$ cat config.mk
export PLATFORM = sky130hd
export DESIGN_NAME = instruction_fetch_unit_flat
export DESIGN_NICKNAME = d
export VERILOG_FILES = /design/src/rtl/instruction_fetch_unit_pkg.sv /design/src/rtl/instruction_fetch_unit_if.sv /design/src/rtl/instruction_fetch_unit_fetch_addr_check.sv /design/src/rtl/instruction_fetch_unit.sv /design/src/flat_wrapper.sv
export SDC_FILE = /design/constraint.sdc
export NUM_CORES = 1
export LEC_CHECK = 0
export BUFFER_PORTS_ARGS = -buffer_cell sky130_fd_sc_hd__buf_2
export CAP_MARGIN = 0
export CORE_MARGIN = 2
export CORE_UTILIZATION = 40
export DETAILED_ROUTE_END_ITERATION = 12
export PLACE_DENSITY = 0.76
export SLEW_MARGIN = 20
export SYNTH_ARGS = -nofsm -noshare
export SYNTH_HDL_FRONTEND = slang
export SYNTH_SLANG_ARGS = --single-unit
$ cat constraint.sdc
create_clock -name clk -period 3.1 [get_ports clk]
set_clock_uncertainty 0.1 [all_clocks]
set_input_delay 0.155 -clock clk [delete_from_list [all_inputs] [get_ports clk]]
set_output_delay 0.155 -clock clk [all_outputs]
set_load 0.02 [all_outputs]
$ cat src/rtl/instruction_fetch_unit_pkg.sv
// rtl/instruction_fetch_unit_pkg.sv - shared FSM encoding and NOP word for the fetch unit
package instruction_fetch_unit_pkg;

    typedef enum logic [1:0] {
        IDLE = 2'd0,
        RUN  = 2'd1,
        HALT = 2'd2
    } state_t;

    localparam logic [31:0] NOP_WORD = 32'h0000_0000;

endpackage

$ cat src/rtl/instruction_fetch_unit_if.sv
// rtl/instruction_fetch_unit_if.sv - instruction memory bus and IF/ID register bundle
interface instruction_fetch_unit_if;

    logic [31:0] imem_addr;
    logic [31:0] imem_data;
    logic [31:0] if_instr;
    logic [31:0] if_pc;
    logic        if_valid;

    modport master (
        output imem_addr,
        input  imem_data,
        output if_instr,
        output if_pc,
        output if_valid
    );

    modport slave (
        input  imem_addr,
        output imem_data,
        input  if_instr,
        input  if_pc,
        input  if_valid
    );

endinterface

$ cat src/rtl/instruction_fetch_unit_fetch_addr_check.sv
// rtl/instruction_fetch_unit_fetch_addr_check.sv - word-aligned, in-range fetch address test
module fetch_addr_check #(
    parameter int unsigned MEM_BYTES = 64
) (
    input  logic [31:0] addr,
    output logic        legal
);

    // 33-bit sum so an address near 2^32 cannot wrap back into range
    logic [32:0] end_addr;

    assign end_addr = {1'b0, addr} + 33'd4;
    assign legal    = (addr[1:0] == 2'b00) && (end_addr <= 33'(MEM_BYTES));

endmodule

$ cat src/rtl/instruction_fetch_unit.sv
// rtl/instruction_fetch_unit.sv - single-stage fetch with IF/ID register, stall, branch and fault halt
module instruction_fetch_unit #(
    parameter int unsigned MEM_BYTES = 64,
    parameter logic [31:0] RESET_PC  = 32'h0000_0000,
    parameter logic [31:0] NOP_WORD  = instruction_fetch_unit_pkg::NOP_WORD
) (
    input  logic                            clk,
    input  logic                            rst_n,
    input  logic                            start,
    input  logic                            stall,
    input  logic                            branch_taken,
    input  logic [31:0]                     branch_target,
    instruction_fetch_unit_if.master        bus,
    output logic                            fault,
    output logic [31:0]                     fault_addr,
    output logic [31:0]                     fetch_count
);

    import instruction_fetch_unit_pkg::*;

    state_t      state_q, state_d;
    logic [31:0] pc_q, pc_d;
    logic [31:0] instr_q, instr_d;
    logic [31:0] ifpc_q, ifpc_d;
    logic        valid_q, valid_d;
    logic        fault_q, fault_d;
    logic [31:0] faddr_q, faddr_d;
    logic [31:0] count_q, count_d;
    logic        pc_legal;
    logic        target_legal;

    fetch_addr_check #(.MEM_BYTES(MEM_BYTES)) u_pc_check (
        .addr  (pc_q),
        .legal (pc_legal)
    );

    fetch_addr_check #(.MEM_BYTES(MEM_BYTES)) u_target_check (
        .addr  (branch_target),
        .legal (target_legal)
    );

    always_ff @(posedge clk) begin
        if (!rst_n) begin
            state_q <= IDLE;
            pc_q    <= RESET_PC;
            instr_q <= NOP_WORD;
            ifpc_q  <= 32'h0;
            valid_q <= 1'b0;
            fault_q <= 1'b0;
            faddr_q <= 32'h0;
            count_q <= 32'h0;
        end else begin
            state_q <= state_d;
            pc_q    <= pc_d;
            instr_q <= instr_d;
            ifpc_q  <= ifpc_d;
            valid_q <= valid_d;
            fault_q <= fault_d;
            faddr_q <= faddr_d;
            count_q <= count_d;
        end
    end

    always_comb begin
        state_d = state_q;
        pc_d    = pc_q;
        instr_d = instr_q;
        ifpc_d  = ifpc_q;
        valid_d = valid_q;
        fault_d = fault_q;
        faddr_d = faddr_q;
        count_d = count_q;
        case (state_q)
            IDLE: begin
                valid_d = 1'b0;
                if (start) state_d = RUN;
            end
            RUN: begin
                // a redirect outranks a decode stall
                if (branch_taken) begin
                    valid_d = 1'b0;
                    instr_d = NOP_WORD;
                    if (target_legal) begin
                        pc_d = branch_target;
                    end else begin
                        state_d = HALT;
                        fault_d = 1'b1;
                        faddr_d = branch_target;
                    end
                end else if (!stall) begin
                    if (pc_legal) begin
                        instr_d = bus.imem_data;
                        ifpc_d  = pc_q;
                        valid_d = 1'b1;
                        pc_d    = pc_q + 32'd4;
                        count_d = count_q + 32'd1;
                    end else begin
                        state_d = HALT;
                        fault_d = 1'b1;
                        faddr_d = pc_q;
                        valid_d = 1'b0;
                        instr_d = NOP_WORD;
                    end
                end
            end
            HALT: begin
                state_d = HALT;
            end
            default: state_d = IDLE;
        endcase
    end

    assign bus.imem_addr = pc_q;
    assign bus.if_instr  = instr_q;
    assign bus.if_pc     = ifpc_q;
    assign bus.if_valid  = valid_q;
    assign fault         = fault_q;
    assign fault_addr    = faddr_q;
    assign fetch_count   = count_q;

endmodule

$ cat src/flat_wrapper.sv
// flat-port wrapper written by rule: the top's interface ports become plain ports
module instruction_fetch_unit_flat import instruction_fetch_unit_pkg::*;
#(
    parameter int unsigned MEM_BYTES = 64,
    parameter logic [31:0] RESET_PC  = 32'h0000_0000,
    parameter logic [31:0] NOP_WORD  = instruction_fetch_unit_pkg::NOP_WORD
)
  (clk, rst_n, start, stall, branch_taken, branch_target, fault, fault_addr, fetch_count, bus_imem_addr, bus_imem_data, bus_if_instr, bus_if_pc, bus_if_valid);
  instruction_fetch_unit_if bus_i ();
  input  logic clk;
  input  logic rst_n;
  input  logic start;
  input  logic stall;
  input  logic branch_taken;
  input  logic [31:0] branch_target;
  output logic fault;
  output logic [31:0] fault_addr;
  output logic [31:0] fetch_count;
  output wire logic [$bits(bus_i.imem_addr)-1:0] bus_imem_addr;
  input wire logic [$bits(bus_i.imem_data)-1:0] bus_imem_data;
  output wire logic [$bits(bus_i.if_instr)-1:0] bus_if_instr;
  output wire logic [$bits(bus_i.if_pc)-1:0] bus_if_pc;
  output wire logic [$bits(bus_i.if_valid)-1:0] bus_if_valid;
  assign bus_imem_addr = bus_i.imem_addr;
  assign bus_i.imem_data = bus_imem_data;
  assign bus_if_instr = bus_i.if_instr;
  assign bus_if_pc = bus_i.if_pc;
  assign bus_if_valid = bus_i.if_valid;
  instruction_fetch_unit #(.MEM_BYTES(MEM_BYTES), .RESET_PC(RESET_PC), .NOP_WORD(NOP_WORD)) u_core (.clk(clk), .rst_n(rst_n), .start(start), .stall(stall), .branch_taken(branch_taken), .branch_target(branch_target), .bus(bus_i), .fault(fault), .fault_addr(fault_addr), .fetch_count(fetch_count));
endmodule
# [Yosys cells after proc, flatten, opt, wreduce, memory -nomap -nowiden]
# Cells that the tools add are included.
[totals] ff_bits=164 output_inout_bits=162 word_cells=64
[classes] addsub=4 n_lt_le_gt_ge=2 eq_ne=10 muxes=25 bitwise=2 n_reduce_logical=13
[ops] op="32-bit two-way mux" count=11
[ops] op="32-bit by 3-bit adder with 33-bit output (second input constant)" count=2
[ops] op="33-bit by 7-bit <= comparator with 1-bit output (second input constant)" count=2
[ops] op="32-bit by 1-bit adder with 32-bit output (second input constant)" count=1
[ops] op="32-bit by 3-bit adder with 32-bit output (second input constant)" count=1
[ops] op="4-bit AND reduction" count=4
[ops] op="2-bit two-way mux" count=5
[ops] op="3-bit != test (second input constant)" count=3
[ops] op="1-bit two-way mux" count=7
[ops] op="2-bit zero test" count=3
[ops] op="2-bit != test (second input constant)" count=3
[ops] op="2-bit case mux with 3 select lines" count=1
[ops] op="2-bit by 1-bit != test with 1-bit output (second input constant)" count=2
[ops] op="2-bit AND reduction" count=2
[ops] op="2-bit nonzero test" count=2
[ops] op="2-bit by 1-bit equality test with 1-bit output (second input constant)" count=1
[ops] op="2-bit equality test (second input constant)" count=1
[ops] op="1-bit logical AND" count=2
[ops] op="1-bit inverter" count=2
[ops] op="1-bit case mux with 2 select lines" count=1

# [Longest topological paths before layout]
[depth] word_depth=7 ltp_mapped=13 mapped_depth_nobuf=10

# [By module]
# From an unflattened synthesis, not the netlist that was laid out.
[hier_totals] hier_cells=988 hier_area_um2=8066.5
[by_module_without_submodules] mod="instruction_fetch_unit" instances=1 cells_each=870 area_each_um2=7248.2 seq_area_each_um2=3283.1
[by_module_without_submodules] mod="fetch_addr_check" instances=2 cells_each=59 area_each_um2=409.1 seq_area_each_um2=0.0

# [Worst setup path before layout]
# Ideal clock, no wire load.
[synth_timing] kind="register -> register" startpoint="reg u_core.pc_q[2] (netlist: u_core.bus.imem_addr[2])" endpoint="reg u_core.count_q[31] (netlist: u_core.fetch_count[31])" t_arrival_ps=3072 required_ps=2928 slack_ps=-143 stages_incl_launch_ff=14 n_path_buf=3 cell_sequence="dfxtp_1 ha_1 buf_2 nand3_1 xnor2_1 o41a_1 nor4_1 and4_1 and4_1 buf_2 buf_4 nand2_1 nor4_2 mux2i_1"
[synth_between] elab_chain_cells=4
[synth_rtl] item="start, declared" line="instruction_fetch_unit.sv:22" source="logic [31:0] pc_q, pc_d;"
[synth_rtl] item="start signal, assigned" line="instruction_fetch_unit.sv:54" source="pc_q <= pc_d;"
[synth_rtl] item="32-bit by 3-bit adder with 33-bit output" line="instruction_fetch_unit_fetch_addr_check.sv:12" source="assign end_addr = {1'b0, addr} + 33'd4;"
[synth_rtl] item="33-bit by 7-bit <= comparator with 1-bit output" line="instruction_fetch_unit_fetch_addr_check.sv:13" source="assign legal = (addr[1:0] == 2'b00) && (end_addr <= 33'(MEM_BYTES));"
[synth_rtl] item="1-bit logical AND" line="instruction_fetch_unit_fetch_addr_check.sv:13"
[synth_rtl] item="4-bit AND reduction (no source line)"
[synth_rtl] item="end signal, assigned" line="instruction_fetch_unit.sv:60" source="count_q <= count_d;"
[synth_rtl] item="end, declared" line="instruction_fetch_unit.sv:28" source="logic [31:0] count_q, count_d;"
# Every way passes these cells.
# A chain may end at the register's enable or synchronous reset.

# [Worst setup path after layout]
[layout_timing] startpoint="reg u_core.pc_q[2] (netlist: u_core.bus.imem_addr[2])" endpoint="reg u_core.pc_q[4] (netlist: u_core.bus.imem_addr[4])"
[layout_between] elab_chain_cells=5 word_cells_on_any_way=9 classes_between="2 x add/sub; 1 x order compare; 3 x mux; 3 x reduce/logical"
[layout_rtl] item="32-bit by 3-bit adder with 33-bit output" line="instruction_fetch_unit_fetch_addr_check.sv:12"
[layout_rtl] item="33-bit by 7-bit <= comparator with 1-bit output" line="instruction_fetch_unit_fetch_addr_check.sv:13"
[layout_rtl] item="1-bit logical AND" line="instruction_fetch_unit_fetch_addr_check.sv:13"
[layout_rtl] item="2-bit nonzero test (no source line)"
[layout_rtl] item="4-bit AND reduction (no source line)"
# Several ways; a longest one is shown, not always the timed one. The select of a mux whose other input is x is not followed.

==> out/results.ini <==
[status]
status = finished, final reports clean

[finish]
final_core_util_pct = 55.40
drive_gt1_share_pct = 33.39
layout_commonest_cell = buf_2
fillers = 1765
final_cell_mix = buf_2, dfxtp_1, nand2_1
area_growth_pct = 35.76
finish.net_count = 1265
postLayoutCellArea_mm2 = 0.01082
layoutNonFillerInstCount = 1471

[critical_path]
crit-reg2reg-capture = u_core.bus.imem_addr[4]
end_kind = flip-flop
critPathRequiredTime_ns = 3.32
reg2reg_from = u_core.bus.imem_addr[2]
crit_path_end = u_core.bus.imem_addr[4]
crit_arrival_ns = 3.27
cp_cell_sequence = ha_2 > nand3_4 > nor4_4 > buf_4 > a31oi_1 > and4b_1 > o22a_1 > and3_4 > a21oi_4 > buf_4 > o31a_1 > o21a_1
rrSetupSlack_ns = 0.05
critPathMaxStageDelay_ns = 0.38
critical_path.slowest_cell = dfxtp_2
crit_fanout = 7
path_class = reg -> reg
startpoint_type = flip-flop
rr_worst_depth = 12
cpMostUsedCell = buf_4
crit_start = u_core.bus.imem_addr[2]

[logic_synthesis]
syn_area_mm2 = 0.007968
ys_top_cells_by_area = dfxtp_1, nand2_1, mux2i_1
synth_ff_type = dfxtp_1
synth_area_leader_cell = dfxtp_1
postSynth.asyncResetShare_pct = 0
syn_nets = 973
synth_edf_count = 0
ys_seq_area_share_pct = 41.21
yosys_warnings = 0
synthCells = 899
syn_avg_cell_area_um2 = 8.863
synth.top_cell.area_share_pct = 41.21
yosysUniqueCellTypes = 71
synth_seq_cells = 164

[timing]
grt_setup_unrepaired = yes
fin_tns_setup_ns = 0
tightest_slew_ns = 0.7392
finalMaxSlewViolations = 0
fin_crit_sh_pct = 98.43
fin_crit_ns = 3.051
hold_ws_ns = 0.02275
max_freq_mhz = 327.7
setup_ws_ns = 0.04873
hold_viol = 0
setup_viol = 0
max_slew_margin_pct = 50.28

[clock_tree]
clock-sinks = 164
cts-root-buf = clkbuf_16
clockBufferDepth = 2
clk_pin_slew_ns = 0.07
cts_inserted_buffers = 17
h-tree-depth = 4
clk_latency_ns = 0.43
cts_tree = built

[placement]
postPlaceCellArea_mm2 = 0.009761
dp_hpwl_mm = 16.94
place_ws_ns = -0.09189
portBuffers = 230
dp.cells = 1403
place.gp.congestion = 0.9357

[route]
wl_per_cell_um = 16.30
vias_per_cell = 5.387
drt_iter0_drc = 596
vias = 7925
drc = 0
ant_nets = 0
totalWireLength_mm = 23.98
dr.pass1.iters = 5

[global_route]
first_global_vias = 7316
grt_max_degree = 87
grt_pass1_wl_mm = 37.65
antenna_found_initial = 1
grt_usage_pct = 21.80
grt.overflow.total = 0

[die]
die_y_um = 145.1
pin_count = 231
fp.dieW_um = 145.1
start_util_pct = 40.80
core_mm2 = 0.01953
fp-row-count = 51
die_area_mm2 = 0.02106

[pwr]
totalPowerFinal_mw = 5.584
cellPowerDensity_mw_per_mm2 = 516.2
vdd_ir_drop_max_mv = 0.3859
p_leak_nw = 5.012

[flow_run]
maxCapViolCount = 0

[worst_hold_path]
hp-class = in -> reg

[Yosys cell counts, drive strengths merged, types with 22 or more instances]
master / number
mux2i: 38
nor3: 24
nor2: 25
nand3: 33
and3: 44
nand4: 33
nand2: 120
mux2: 27
nor2b: 32
inv: 26
and2: 59
o21ai: 27
clkbuf: 36
dfxtp: 164
nor4: 22
a22oi: 33
[registers in the layout, indices dropped and copies added (netlist names)]
register / count
u_core.bus.if_instr: 32
u_core.bus.if_pc: 32
u_core.bus.imem_addr: 32
u_core.fault_addr: 32
u_core.fetch_count: 32
u_core.state_q: 2
u_core.bus.if_valid: 1
u_core.fault: 1
[report_power, final]
part / switching (mW) / internal, mW / total (mW)
logic: 0.696 / 0.502 / 1.20
registers: 0.0664 / 2.20 / 2.27
clock network: 0.971 / 1.14 / 2.11
total: 1.73 / 3.85 / 5.58
[area by class of cell]
class	count	area (um^2)	share of cell area (%)
Inverter	26	97.59	0.9023
Clock buffer	17	425.4	3.933
Multi-Input combinational cell	652	4431	40.96
Clock inverter	15	163.9	1.515
Timing Repair Buffer	330	2074	19.18
Sequential cell	164	3288	30.40
Antenna cell	2	5.005	0.04627
Tap cell	265	331.6	3.065
[metal layers]
layer	up-vias	wire length [um]	track usage (%)
met2	341	11530	36.76
met5	-	0	0
li1	3774	-	-
met3	51	1556	4.245
met4	0	525	7.598
met1	3759	10370	27.87
[worst max-delay path, delay by kind of cell, from the launching register on]
kind	cells	cell delay (ns)
simple gates	4	0.96
compound gates	5	0.90
flops	1	0.38
buf+inv	2	0.38
fa+ha+maj	1	0.22
[worst min-delay path by stage]
stage / end / slack, ns / start / cells past startpoint
floorplan: u_core.bus.if_instr[0] / 0.24 / bus_imem_data[0] / 2
global placement: u_core.bus.if_instr[14] / 0.32 / bus_imem_data[14] / 3
detailed placement: u_core.fault / 0.33 / u_core.fault / 2
CTS: u_core.fault_addr[1] / 0.01 / branch_target[1] / 5
global route: u_core.fault_addr[0] / 0.03 / branch_target[0] / 5
finish: u_core.fault_addr[1] / 0.02 / branch_target[1] / 5
[cell families after synthesis]
| group | synth area share (%) |
|---|---|
| xor gates and xnor gates | 4.507 |
| buffers and inverters | 4.617 |
| adders and majority gates | 0.7852 |
| AOI/OAI and AO/OA | 10.54 |
| DFF | 41.21 |
| and+or+nand+nor | 29.76 |
| muxes | 8.590 |
[repair_timing]
item / in CTS / in global routing
hold buffers: 32 / 0
setup endpoints to repair: 69 / 91
gates cloned: 0 / 0
resized for setup: 4 / 19
setup buffers: 0 / 1
pin swaps: 2 / 3
hold endpoints to repair: 32 / 0
Note: power is estimated with default switching activity, not from simulation.
